===== src/rtl/pipeline_stall_ctrl_if.sv =====
// Handshake bundle between the ID-stage pipeline logic and the stall/flush
// sequencer. The pipeline side (master) supplies hazard and memory status;
// the sequencer side (slave) returns enables, selects and status flags.
interface pipeline_stall_ctrl_if;

  // Hazard-detection inputs sampled from the EX and ID stages
  logic        memread_ex;
  logic [4:0]  rd_ex;
  logic [4:0]  rs1_id;
  logic [4:0]  rs2_id;
  logic        uses_rs2_id;
  logic        branch_taken_id;
  logic        mem_busy;

  // Pipeline control returned by the sequencer
  logic        pc_write;
  logic        pc_sel_branch;
  logic        if_id_write;
  logic        if_id_flush;
  logic        control_sel;
  logic        pipe_freeze;
  logic        timeout_err;
  logic [31:0] perf_stall_cnt;
  logic [31:0] perf_flush_cnt;

  modport master (
    output memread_ex, rd_ex, rs1_id, rs2_id, uses_rs2_id, branch_taken_id, mem_busy,
    input  pc_write, pc_sel_branch, if_id_write, if_id_flush, control_sel,
           pipe_freeze, timeout_err, perf_stall_cnt, perf_flush_cnt
  );

  modport slave (
    input  memread_ex, rd_ex, rs1_id, rs2_id, uses_rs2_id, branch_taken_id, mem_busy,
    output pc_write, pc_sel_branch, if_id_write, if_id_flush, control_sel,
           pipe_freeze, timeout_err, perf_stall_cnt, perf_flush_cnt
  );

endinterface


===== src/rtl/pipeline_stall_ctrl.sv =====
// Central stall/flush sequencer for a 5-stage pipeline, placed beside ID.
// Handles load-use bubbles (LOAD_LAT per hazard), taken-branch IF/ID flush
// and whole-pipe freeze while data memory is busy, with a sticky timeout
// flag for excessively long memory waits.
// Optional feature macro: STALL_PERF_EN enables the 32-bit stall and flush
// performance counters; without it the perf outputs are constant zero.
module pipeline_stall_ctrl #(
  parameter int LOAD_LAT = 2,   // bubbles per load-use hazard, 1..7
  parameter int MAX_WAIT = 255  // busy cycles before timeout_err, 1..255
) (
  input  logic                 clk,
  input  logic                 rst_n,
  pipeline_stall_ctrl_if.slave sc
);

  typedef enum logic [0:0] {
    RUN      = 1'b0,
    LU_STALL = 1'b1
  } state_t;

  // Bubbles still owed after the first one, which is issued from RUN
  localparam logic [2:0] LU_INIT      = 3'(LOAD_LAT - 1);
  localparam bit         MULTI_BUBBLE = (LOAD_LAT > 1);
  localparam logic [7:0] WAIT_LIMIT   = 8'(MAX_WAIT);

  state_t     state_reg;
  logic [2:0] lu_cnt_reg;
  logic [7:0] wait_cnt_reg;
  logic [7:0] wait_cnt_next;
  logic       timeout_reg;
  logic       hazard;

  logic       pc_write;
  logic       pc_sel_branch;
  logic       if_id_write;
  logic       if_id_flush;
  logic       control_sel;
  logic       pipe_freeze;

  // Load-use detection: x0 never creates a dependency, rs2 only when read
  always_comb begin
    hazard = sc.memread_ex && (sc.rd_ex != 5'd0) &&
             ((sc.rd_ex == sc.rs1_id) ||
              (sc.uses_rs2_id && (sc.rd_ex == sc.rs2_id)));
  end

  // Same-cycle control decode; priority is reset > freeze > bubble > branch
  always_comb begin
    pc_write      = 1'b0;
    pc_sel_branch = 1'b0;
    if_id_write   = 1'b0;
    if_id_flush   = 1'b0;
    control_sel   = 1'b0;
    pipe_freeze   = 1'b0;
    if (!rst_n) begin
      // Inject bubbles and hold PC/IF-ID while the core is held in reset
      control_sel = 1'b1;
    end else if (sc.mem_busy) begin
      pipe_freeze = 1'b1;
    end else if ((state_reg == LU_STALL) || hazard) begin
      control_sel = 1'b1;
    end else if (sc.branch_taken_id) begin
      pc_write      = 1'b1;
      pc_sel_branch = 1'b1;
      if_id_flush   = 1'b1;
    end else begin
      pc_write    = 1'b1;
      if_id_write = 1'b1;
    end
  end

  // Bubble sequencer: a freeze holds both the state and the bubble count
  always_ff @(posedge clk or negedge rst_n) begin
    if (!rst_n) begin
      state_reg  <= RUN;
      lu_cnt_reg <= 3'd0;
    end else if (!sc.mem_busy) begin
      case (state_reg)
        RUN: begin
          if (hazard && MULTI_BUBBLE) begin
            state_reg  <= LU_STALL;
            lu_cnt_reg <= LU_INIT;
          end
        end
        LU_STALL: begin
          // Last owed bubble: go back to RUN so the next hazard is re-evaluated
          if (lu_cnt_reg <= 3'd1) begin
            state_reg  <= RUN;
            lu_cnt_reg <= 3'd0;
          end else begin
            lu_cnt_reg <= lu_cnt_reg - 3'd1;
          end
        end
        default: begin
          state_reg  <= RUN;
          lu_cnt_reg <= 3'd0;
        end
      endcase
    end
  end

  // Saturating count of consecutive busy cycles
  always_comb begin
    wait_cnt_next = (wait_cnt_reg == 8'hFF) ? wait_cnt_reg : (wait_cnt_reg + 8'd1);
  end

  // Memory-wait watchdog; the flag latches the edge the count reaches the limit
  always_ff @(posedge clk or negedge rst_n) begin
    if (!rst_n) begin
      wait_cnt_reg <= 8'd0;
      timeout_reg  <= 1'b0;
    end else if (sc.mem_busy) begin
      wait_cnt_reg <= wait_cnt_next;
      if (wait_cnt_next >= WAIT_LIMIT) begin
        timeout_reg <= 1'b1;
      end
    end else begin
      wait_cnt_reg <= 8'd0;
    end
  end

`ifdef STALL_PERF_EN
  logic [31:0] perf_stall_reg;
  logic [31:0] perf_flush_reg;

  // Performance counters: bubble/freeze cycles and IF/ID flushes, wrapping
  always_ff @(posedge clk or negedge rst_n) begin
    if (!rst_n) begin
      perf_stall_reg <= 32'd0;
      perf_flush_reg <= 32'd0;
    end else begin
      if (control_sel || pipe_freeze) begin
        perf_stall_reg <= perf_stall_reg + 32'd1;
      end
      if (if_id_flush) begin
        perf_flush_reg <= perf_flush_reg + 32'd1;
      end
    end
  end

  assign sc.perf_stall_cnt = perf_stall_reg;
  assign sc.perf_flush_cnt = perf_flush_reg;
`else
  assign sc.perf_stall_cnt = 32'd0;
  assign sc.perf_flush_cnt = 32'd0;
`endif

  assign sc.pc_write      = pc_write;
  assign sc.pc_sel_branch = pc_sel_branch;
  assign sc.if_id_write   = if_id_write;
  assign sc.if_id_flush   = if_id_flush;
  assign sc.control_sel   = control_sel;
  assign sc.pipe_freeze   = pipe_freeze;
  assign sc.timeout_err   = timeout_reg;

endmodule


===== src/flat_wrapper.sv =====
// flat-port wrapper written by rule: the top's interface ports become plain ports
module pipeline_stall_ctrl_flat 
#(
  parameter int LOAD_LAT = 2,                                       
  parameter int MAX_WAIT = 255                                           
)
  (clk, rst_n, sc_memread_ex, sc_rd_ex, sc_rs1_id, sc_rs2_id, sc_uses_rs2_id, sc_branch_taken_id, sc_mem_busy, sc_pc_write, sc_pc_sel_branch, sc_if_id_write, sc_if_id_flush, sc_control_sel, sc_pipe_freeze, sc_timeout_err, sc_perf_stall_cnt, sc_perf_flush_cnt);
  pipeline_stall_ctrl_if sc_i ();
  input  logic clk;
  input  logic rst_n;
  input wire logic [$bits(sc_i.memread_ex)-1:0] sc_memread_ex;
  input wire logic [$bits(sc_i.rd_ex)-1:0] sc_rd_ex;
  input wire logic [$bits(sc_i.rs1_id)-1:0] sc_rs1_id;
  input wire logic [$bits(sc_i.rs2_id)-1:0] sc_rs2_id;
  input wire logic [$bits(sc_i.uses_rs2_id)-1:0] sc_uses_rs2_id;
  input wire logic [$bits(sc_i.branch_taken_id)-1:0] sc_branch_taken_id;
  input wire logic [$bits(sc_i.mem_busy)-1:0] sc_mem_busy;
  output wire logic [$bits(sc_i.pc_write)-1:0] sc_pc_write;
  output wire logic [$bits(sc_i.pc_sel_branch)-1:0] sc_pc_sel_branch;
  output wire logic [$bits(sc_i.if_id_write)-1:0] sc_if_id_write;
  output wire logic [$bits(sc_i.if_id_flush)-1:0] sc_if_id_flush;
  output wire logic [$bits(sc_i.control_sel)-1:0] sc_control_sel;
  output wire logic [$bits(sc_i.pipe_freeze)-1:0] sc_pipe_freeze;
  output wire logic [$bits(sc_i.timeout_err)-1:0] sc_timeout_err;
  output wire logic [$bits(sc_i.perf_stall_cnt)-1:0] sc_perf_stall_cnt;
  output wire logic [$bits(sc_i.perf_flush_cnt)-1:0] sc_perf_flush_cnt;
  assign sc_i.memread_ex = sc_memread_ex;
  assign sc_i.rd_ex = sc_rd_ex;
  assign sc_i.rs1_id = sc_rs1_id;
  assign sc_i.rs2_id = sc_rs2_id;
  assign sc_i.uses_rs2_id = sc_uses_rs2_id;
  assign sc_i.branch_taken_id = sc_branch_taken_id;
  assign sc_i.mem_busy = sc_mem_busy;
  assign sc_pc_write = sc_i.pc_write;
  assign sc_pc_sel_branch = sc_i.pc_sel_branch;
  assign sc_if_id_write = sc_i.if_id_write;
  assign sc_if_id_flush = sc_i.if_id_flush;
  assign sc_control_sel = sc_i.control_sel;
  assign sc_pipe_freeze = sc_i.pipe_freeze;
  assign sc_timeout_err = sc_i.timeout_err;
  assign sc_perf_stall_cnt = sc_i.perf_stall_cnt;
  assign sc_perf_flush_cnt = sc_i.perf_flush_cnt;
  pipeline_stall_ctrl #(.LOAD_LAT(LOAD_LAT), .MAX_WAIT(MAX_WAIT)) u_core (.clk(clk), .rst_n(rst_n), .sc(sc_i));
endmodule

===== config.mk =====
export PLATFORM = sky130hd
export DESIGN_NAME = pipeline_stall_ctrl_flat
export DESIGN_NICKNAME = d
export VERILOG_FILES = /design/src/rtl/pipeline_stall_ctrl_if.sv /design/src/rtl/pipeline_stall_ctrl.sv /design/src/flat_wrapper.sv
export SDC_FILE = /design/constraint.sdc
export NUM_CORES = 1
export LEC_CHECK = 0
export ABC_AREA = 1
export BUFFER_PORTS_ARGS = -buffer_cell sky130_fd_sc_hd__buf_4
export CORE_MARGIN = 2
export CORE_UTILIZATION = 39
export DETAILED_ROUTE_END_ITERATION = 12
export PLACE_DENSITY = 0.74
export SYNTH_ARGS = -nofsm -noshare
export SYNTH_HDL_FRONTEND = slang
export SYNTH_SLANG_ARGS = --single-unit

===== constraint.sdc =====
create_clock -name clk -period 3.4 [get_ports clk]
set_input_delay 1.02 -clock clk [delete_from_list [all_inputs] [get_ports clk]]
set_output_delay 1.02 -clock clk [all_outputs]
set_load 0.05 [all_outputs]

==> results of run 1 <==
-- through the flow --
stage          utilization  TNS (ps)  hold slack, ps  instance area [um2]  setup slack (ps)
6_report             0.425         0             466                 1570               271
5_1_grt              0.425         0             509                 1570               111
3_3_place_gp         0.412         0             461                 1520               272
2_1_floorplan            -     -90.0             464                 1750             -90.0
3_5_place_dp         0.412         0             453                 1520               263
4_1_cts              0.425         0             475                 1570               257
-- cell families (layout without fill, tap and decap cells) --
kind of cell / count (synthesis) / in the layout / share of synthesized area
buf+inv: 98 / 64 / 0.413
simple gates: 95 / 95 / 0.265
flops: 13 / 13 / 0.217
compound gates: 12 / 12 / 0.0425
xor+xnor: 6 / 6 / 0.0350
fa+ha+maj: 3 / 3 / 0.0250
other cells: 1 / 64 / 0.00250
-- where the power goes --
part           leakage, nW  total (mW)  internal (mW)  switching [mW]
Sequential           0.171       0.191          0.173          0.0188
Clock               0.0228       0.135         0.0826          0.0526
Combinational        0.764       0.332         0.0720           0.260
Total                0.958       0.659          0.327           0.332
-- cell usage after synthesis, types with 3 or more instances --
master   number
buf_4        65
nand2_1      61
inv_1        26
nor2_1       14
dfrtp_1      13
nand3_1      10
a21oi_1       6
inv_2         5
xnor2_1       5
ha_1          3
nand2_2       3
nor3_1        3
-- path summary, 6_finish.rpt --
kind / end / slack [ps]
max: sc_control_sel / 270
min: u_core.sc.timeout_err / 470
max reg2reg: u_core.sc.timeout_err / 1850
min reg2reg: u_core.sc.timeout_err / 470
max in group asynchronous: u_core.lu_cnt_reg[1] / 2510
min in group asynchronous: u_core.wait_cnt_reg[7] / 720
-- layout make-up --
type	instances	area, um2
Fill cell	377	2120
Tap cell	48	60.1
Timing Repair Buffer	29	218
Sequential cell	13	325
Clock buffer	4	45.0
Inverter	31	116
Multi-Input combinational cell	180	802
-- per-layer routing --
| metal | track usage | vias up |
|---|---|---|
| li1 | - | 612 |
| met1 | 0.129 | 488 |
| met2 | 0.203 | 52 |
| met3 | 0.0187 | 2 |
| met4 | 0.0306 | 0 |
| met5 | 0 | - |
-- worst min-delay path, stage by stage (launching register included) --
cell and delay (ps):
dfrtp_1 340, inv_1 40, nand2_1 50
==> flow_metrics.env, run 1 <==
export IMPL_period_minus_slack_ps=3130
export IMPL_numCtsBuffers=3
export IMPL_hold_depth=2
export IMPL_yosysWarningCount=0
export IMPL_place_gp_congestion=0.850
export IMPL_crit_start="sc_rd_ex[0]"
export IMPL_status="finished clean"
export IMPL_grt_start_max_net_pins=16
export IMPL_core_area_mm2=0.00369
export IMPL_vias_per_cell=3.78
export IMPL_post_route_period_util=0.920
export IMPL_layout_commonest_cell="conb_1"
export IMPL_drt_pre_antenna_iters=4
export IMPL_met3_length_um=172
export IMPL_grt_pass1_wl_um=3800
export IMPL_drc=0
export IMPL_netlist_instances=228
export IMPL_drive_gt1_frac=0.175
export IMPL_seq_area_frac_synth=0.217
export IMPL_path_buf_inv=2
export IMPL_cts_tree="done"
export IMPL_synth_area_leaders="buf_4 (33%), dfrtp_1 (22%), nand2_1 (15%), inv_1 (6.5%), nor2_1 (3.5%)"
export IMPL_worst_path_most_repeated_cell="nand2_1"
export IMPL_cts_htree_levels=1
export IMPL_instances_no_fill=305
export IMPL_routed_wirelength_um=2350
export IMPL_maxCapViolations=0
export IMPL_synth_ff_type="dfrtp_1"
export IMPL_setup_worst_path_end_class="output pin"
export IMPL_ys_seq_elements=13
export IMPL_antenna_found_initial=0
export IMPL_hold_class="reg -> reg"
export IMPL_synth_top_cell_area_share=0.325
export IMPL_critPathKind="in -> out"
export IMPL_finalNetCount=282
export IMPL_die_h_um=66.0
export IMPL_critPathLaunchType="primary input"
export IMPL_clockBufferDepth=2
export IMPL_num_rows=22
export IMPL_area_delta_synth_final_pct=4.42
export IMPL_p_total_mw=0.659
export IMPL_largest_register_ff_count=8
export IMPL_diodes=0
export IMPL_most_common_layout_cells="conb_1 (64), nand2_1 (61), buf_4 (29)"
export IMPL_grt_ovfl_total=0
export IMPL_finalHoldViolCount=0
export IMPL_worstRegToRegCells=9
export IMPL_synth_cell_type_count=24
export IMPL_drtIter0Drc=22
export IMPL_dp_hpwl_um=2010
export IMPL_placed_cells=301
export IMPL_grt_total_usage=0.110
export IMPL_m1WireLength_um=1000
export IMPL_synth_edff_count=0
export IMPL_rsz0062_at_grt="no"
export IMPL_netlist_area_mm2=0.00150
export IMPL_setup_viol=0
export IMPL_met2_length_um=1160
export IMPL_cp_depth=11
export IMPL_port_buffers=27
export IMPL_critPathSlowestCell="buf_4"
export IMPL_fin_skew_ps=2.46
export IMPL_min_from="u_core.sc.timeout_err"
export IMPL_reg2reg_from="u_core.wait_cnt_reg[0]"
export IMPL_path_clk_slew_ps=60
export IMPL_max_freq_mhz=320
export IMPL_io_pins=92
export IMPL_power_static_leakage_nw=0.958
export IMPL_crit_required_ps=2380
export IMPL_clock_latency_ps=240
export IMPL_vdd_drop_max_mv=0.181
export IMPL_ant_nets=0
export IMPL_cts_setup_buffers=0
export IMPL_num_vias=1154
export IMPL_fp_dieW_um=66.0
export IMPL_synth_area_leader_cell="buf_4"
export IMPL_cts_hold_buf=0
export IMPL_cts_root_buffer="clkbuf_8"
export IMPL_start_util=0.407
export IMPL_syn_area_per_cell_um2=6.58
export IMPL_postCtsResizedCells=0
export IMPL_powerDensity_mw_per_mm2=421
export IMPL_path_cells="buf_4 > nand2_1 > nand2_1 > nor2_1 > nand3_1 > nand2_1 > nand2_1 > nand2_2 > nand2_1 > nand2_1 > buf_4"
export IMPL_die_area_mm2=0.00436
export IMPL_async_reset_ff_frac=1.00
export IMPL_cts_sinks=13
export IMPL_worstPathMaxFanout=8
export IMPL_finalMaxSlewViolations=0
export IMPL_top_layer="met4"
export IMPL_cp_top_family="simple AND/OR/NAND/NOR gates"
export IMPL_grt_pass1_vias=949
export IMPL_critPathArrivalTime_ps=2110
export IMPL_wl_per_cell_um=7.70
export IMPL_slowest_delay_ps=190
(Power assumes the default switching activity.)
==> run 2, diff against run 1 <==
BUFFER_PORTS_ARGS = -buffer_cell sky130_fd_sc_hd__buf_2   (was -buffer_cell sky130_fd_sc_hd__buf_4)
==> run 2 against run 1 <==
  * Combinational power is 4% lower
  * Clock power up 4%
  * Flip-flop and latch count unchanged
  * Global-route usage grew 1.0 points
  * Worst setup slack worse by 68 ps
  * Utilization is 1.8 points lower
  * First-iteration DRC count up 95%
==> flow_metrics.env, run 2 (synthesis gave the netlist of run 1 again) <==
export IMPL_status="finished clean"
export IMPL_path_cells="buf_2 > inv_2 > nand2_1 > nand2_1 > nor2_1 > nand3_1 > nand2_1 > nand2_1 > nand2_2 > nand2_1 > nand2_1 > buf_2"
export IMPL_setup_tns_ps=0
export IMPL_port_buffers=27
export IMPL_cts_setup_buffers=0
export IMPL_ant_nets=0
export IMPL_powerDensity_mw_per_mm2=435
export IMPL_diodes=0
export IMPL_power_static_leakage_nw=0.937
export IMPL_whs_ps=466
export IMPL_die_area_mm2=0.00436
export IMPL_crit_path_end="sc_control_sel"
export IMPL_cts_htree_levels=1
export IMPL_drive_gt1_frac=0.175
export IMPL_critPathLaunchType="primary input"
export IMPL_slowest_delay_ps=260
export IMPL_r2r_end="u_core.sc.timeout_err"
export IMPL_r2r_slack_ps=1780
export IMPL_die_h_um=66.0
export IMPL_place_gp_congestion=0.839
export IMPL_reg2reg_from="u_core.wait_cnt_reg[0]"
export IMPL_rsz0062_at_grt="no"
export IMPL_worstPathMaxFanout=8
export IMPL_num_vias=1181
export IMPL_critPathArrivalTime_ps=2180
export IMPL_num_rows=22
export IMPL_fin_skew_ps=7.75
export IMPL_grt_pass1_vias=1008
export IMPL_most_common_layout_cells="conb_1 (64), nand2_1 (61), buf_2 (27)"
export IMPL_clock_latency_ps=250
export IMPL_crit_required_ps=2380
export IMPL_finalNetCount=282
export IMPL_antenna_found_initial=0
export IMPL_core_area_mm2=0.00369
export IMPL_cts_hold_buf=0
export IMPL_start_util=0.407
export IMPL_finalHoldViolCount=0
export IMPL_grt_ovfl_total=0
export IMPL_drc=0
export IMPL_grt_pass1_wl_um=4120
export IMPL_path_clk_slew_ps=60
export IMPL_vdd_drop_max_mv=0.162
export IMPL_dp_hpwl_um=1980
export IMPL_crit_start="sc_rd_ex[4]"
export IMPL_io_pins=92
export IMPL_grt_start_max_net_pins=14
export IMPL_p_total_mw=0.653
export IMPL_area_delta_synth_final_pct=-0.0833
export IMPL_fillers=404
export IMPL_critPathSlowestCell="buf_2"
export IMPL_numCtsBuffers=3
export IMPL_routed_wirelength_um=2370
export IMPL_vias_per_cell=3.87
export IMPL_cts_root_buffer="clkbuf_8"
export IMPL_postCtsResizedCells=0
export IMPL_critPathKind="in -> out"
export IMPL_maxCapViolations=0
export IMPL_max_freq_mhz=313
export IMPL_period_minus_slack_ps=3200
export IMPL_clockBufferDepth=2
export IMPL_setup_worst_path_end_class="output pin"
export IMPL_wl_per_cell_um=7.76
export IMPL_drt_pre_antenna_iters=4
export IMPL_cts_sinks=13
export IMPL_hold_class="reg -> reg"
export IMPL_post_route_period_util=0.940
export IMPL_drtIter0Drc=43
export IMPL_setup_viol=0
export IMPL_worstRegToRegCells=9
export IMPL_fp_dieW_um=66.0
export IMPL_largest_register_ff_count=8
export IMPL_worst_path_most_repeated_cell="nand2_1"
export IMPL_finalMaxSlewViolations=0
export IMPL_grt_total_usage=0.120
export IMPL_layout_commonest_cell="conb_1"
export IMPL_cts_tree="done"
==> run 2: layout make-up <==
type / count / area (um2) / share of cell area
multi-input cells: 180 / 802 / 0.535
flip-flops and latches: 13 / 325 / 0.217
repair buffers: 29 / 150 / 0.100
inverters: 31 / 116 / 0.0776
well taps: 48 / 60.1 / 0.0401
clock buffers: 4 / 45.0 / 0.0301
==> run 2: worst max-delay path: cells and delay by family <==
kind / cells / cell delay (ps)
buffers and inverters: 3 / 420
and+or+nand+nor: 9 / 750
==> run 2: how the worst min path moves through the flow <==
stage / start / to / slack (ps) / cells past startpoint
2_1_floorplan: u_core.lu_cnt_reg[1] / u_core.lu_cnt_reg[1] / 460 / 2
3_3_place_gp: u_core.sc.timeout_err / u_core.sc.timeout_err / 450 / 2
3_5_place_dp: u_core.sc.timeout_err / u_core.sc.timeout_err / 450 / 2
4_1_cts: u_core.sc.timeout_err / u_core.sc.timeout_err / 470 / 2
5_1_grt: u_core.sc.timeout_err / u_core.sc.timeout_err / 480 / 2
6_report: u_core.sc.timeout_err / u_core.sc.timeout_err / 470 / 2
==> run 2: report_power, final <==
part / internal [mW] / switching, mW
clock: 0.0828 / 0.0571
combinational: 0.0615 / 0.259
sequential: 0.173 / 0.0197
total: 0.317 / 0.336
==> run 2: metrics by stage <==
step | utilization | setup slack [ps] | instance area [um2] | cells
6_report | 0.406 | 203 | 1500 | 305
5_1_grt | 0.406 | 17.0 | 1500 | 305
4_1_cts | 0.406 | 190 | 1500 | 305
3_5_place_dp | 0.394 | 194 | 1450 | 301
3_3_place_gp | 0.394 | 194 | 1450 | 301
2_1_floorplan | - | -90.0 | 1750 | 291
==> run 2: routing by layer <==
layer / up-vias / global-route usage / wire (um) / part of all wire
met5: - / 0 / 0 / 0
met3: 7 / 0.0153 / 226 / 0.096
met2: 67 / 0.208 / 1060 / 0.45
li1: 613 / - / - / -
met4: 0 / 0.0663 / 70 / 0.030
met1: 494 / 0.143 / 1010 / 0.43
==> run 3, diff against run 2 <==
RECOVER_POWER = 100   (was default)
==> run 3 against run 2 <==
  * Register-to-register slack worse by 200 ps
  * Total power down 0.19%
  * Critical path depth is the same
  * Worst setup slack about the same
  * Hold slack improved by 2.6 ps
  * Final cell count is the same
  * Largest power group unchanged
==> flow_metrics.env, run 3 (synthesis gave the netlist of run 1 again) <==
export IMPL_cts_sinks=13
export IMPL_critPathArrivalTime_ps=2180
export IMPL_relSlewSlack=0.606
export IMPL_seq_area_um2=325
export IMPL_cts_root_buffer="clkbuf_8"
export IMPL_post_route_period_util=0.940
export IMPL_fin_skew_ps=8.01
export IMPL_grt_pass1_wl_um=4120
export IMPL_num_vias=1184
export IMPL_final_core_utilization=0.403
export IMPL_numCtsBuffers=3
export IMPL_fillers=406
export IMPL_routed_wirelength_um=2370
export IMPL_die_h_um=66.0
export IMPL_power_static_leakage_nw=0.920
export IMPL_crit_required_ps=2380
export IMPL_drt_pre_antenna_iters=4
export IMPL_layout_commonest_cell="conb_1"
export IMPL_port_buffers=27
export IMPL_postCtsResizedCells=0
export IMPL_final_setup_worst_slack_ps=203
export IMPL_start_util=0.407
export IMPL_grt_total_usage=0.120
export IMPL_fp_dieW_um=66.0
export IMPL_drc=0
export IMPL_num_rows=22
export IMPL_worstPathMaxFanout=8
export IMPL_setup_viol=0
export IMPL_cts_htree_levels=1
export IMPL_grt_start_max_net_pins=14
export IMPL_post_place_ws_ps=194
export IMPL_hold_depth=2
export IMPL_setup_worst_path_end_class="output pin"
export IMPL_most_common_layout_cells="conb_1 (64), nand2_1 (62), inv_1 (26)"
export IMPL_cts_setup_buffers=0
export IMPL_finalNetCount=282
export IMPL_critPathKind="in -> out"
export IMPL_max_freq_mhz=313
export IMPL_powerDensity_mw_per_mm2=438
export IMPL_maxCapViolations=0
export IMPL_core_area_mm2=0.00369
export IMPL_cts_hold_buf=0
export IMPL_area_delta_synth_final_pct=-0.834
export IMPL_hold_class="reg -> reg"
export IMPL_clock_latency_ps=250
export IMPL_grt_pass1_vias=1008
export IMPL_critPathLaunchType="primary input"
export IMPL_multi_input_area_um2=800
export IMPL_vias_per_cell=3.88
export IMPL_rsz0062_at_grt="no"
export IMPL_antenna_found_initial=0
export IMPL_diodes=0
export IMPL_finalMaxSlewViolations=0
export IMPL_largest_register_ff_count=8
export IMPL_finalHoldViolCount=0
export IMPL_wl_per_cell_um=7.76
export IMPL_status="finished clean"
export IMPL_path_clk_slew_ps=60
export IMPL_dp_hpwl_um=1980
export IMPL_ant_nets=0
export IMPL_whs_ps=469
export IMPL_drive_gt1_frac=0.152
export IMPL_vdd_drop_max_mv=0.162
export IMPL_clockBufferDepth=2
export IMPL_place_gp_congestion=0.839
export IMPL_grt_ovfl_total=0
export IMPL_timing_worst_slew_pin_value_ps=593
export IMPL_worstRegToRegCells=9
export IMPL_drtIter0Drc=46
export IMPL_cts_tree="done"
export IMPL_period_minus_slack_ps=3200
export IMPL_die_area_mm2=0.00436
export IMPL_io_pins=92
-- run 3: cell count changes in the layout (fill, tap and decap cells not counted), sizes merged --
cell and change:
buf -9, clkbuf +9
-- run 3: power breakdown --
part | internal [mW] | switching, mW
Sequential | 0.173 | 0.0197
Combinational | 0.0601 | 0.259
Clock | 0.0829 | 0.0573
-- run 3: worst max-delay path, stage by stage --
cell and delay [ps]:
buf_2 120, inv_2 40, nand2_1 50, nand2_1 60, nor2_1 100, nand3_1 70, nand2_1 60, nand2_1 50
nand2_2 140, nand2_1 140, nand2_1 80, buf_2 260
-- run 3: cell type report --
type,instances,area share
Clock buffer,4,0.0303
Timing Repair Buffer,29,0.0950
Inverter,31,0.0782
Tap cell,48,0.0404
Multi-Input combinational cell,180,0.537
Sequential cell,13,0.219
-- run 3: worst paths after layout --
kind                       slack, ps                     end                   start
max                              200          sc_control_sel             sc_rd_ex[4]
min                              470   u_core.sc.timeout_err   u_core.sc.timeout_err
max reg2reg                     1580   u_core.sc.timeout_err  u_core.wait_cnt_reg[0]
min reg2reg                      470   u_core.sc.timeout_err   u_core.sc.timeout_err
max in group asynchronous       2250    u_core.lu_cnt_reg[1]                   rst_n
min in group asynchronous        670  u_core.wait_cnt_reg[6]                   rst_n
-- run 3: through the flow --
stage	instance area (um2)	total power [mW]	TNS, ps	instances
floorplan	1750	0.528	-90.0	291
global placement	1450	0.513	0	301
detailed placement	1450	0.516	0	301
CTS	1500	0.657	0	305
global route	1490	0.699	0	305
finish	1490	0.652	0	305
-- run 3: per-layer routing --
metal	track usage	up-vias	routed length [um]
li1	-	613	-
met1	0.143	497	1010
met2	0.208	67	1070
met3	0.0153	7	218
met4	0.0663	0	70
met5	0	-	0
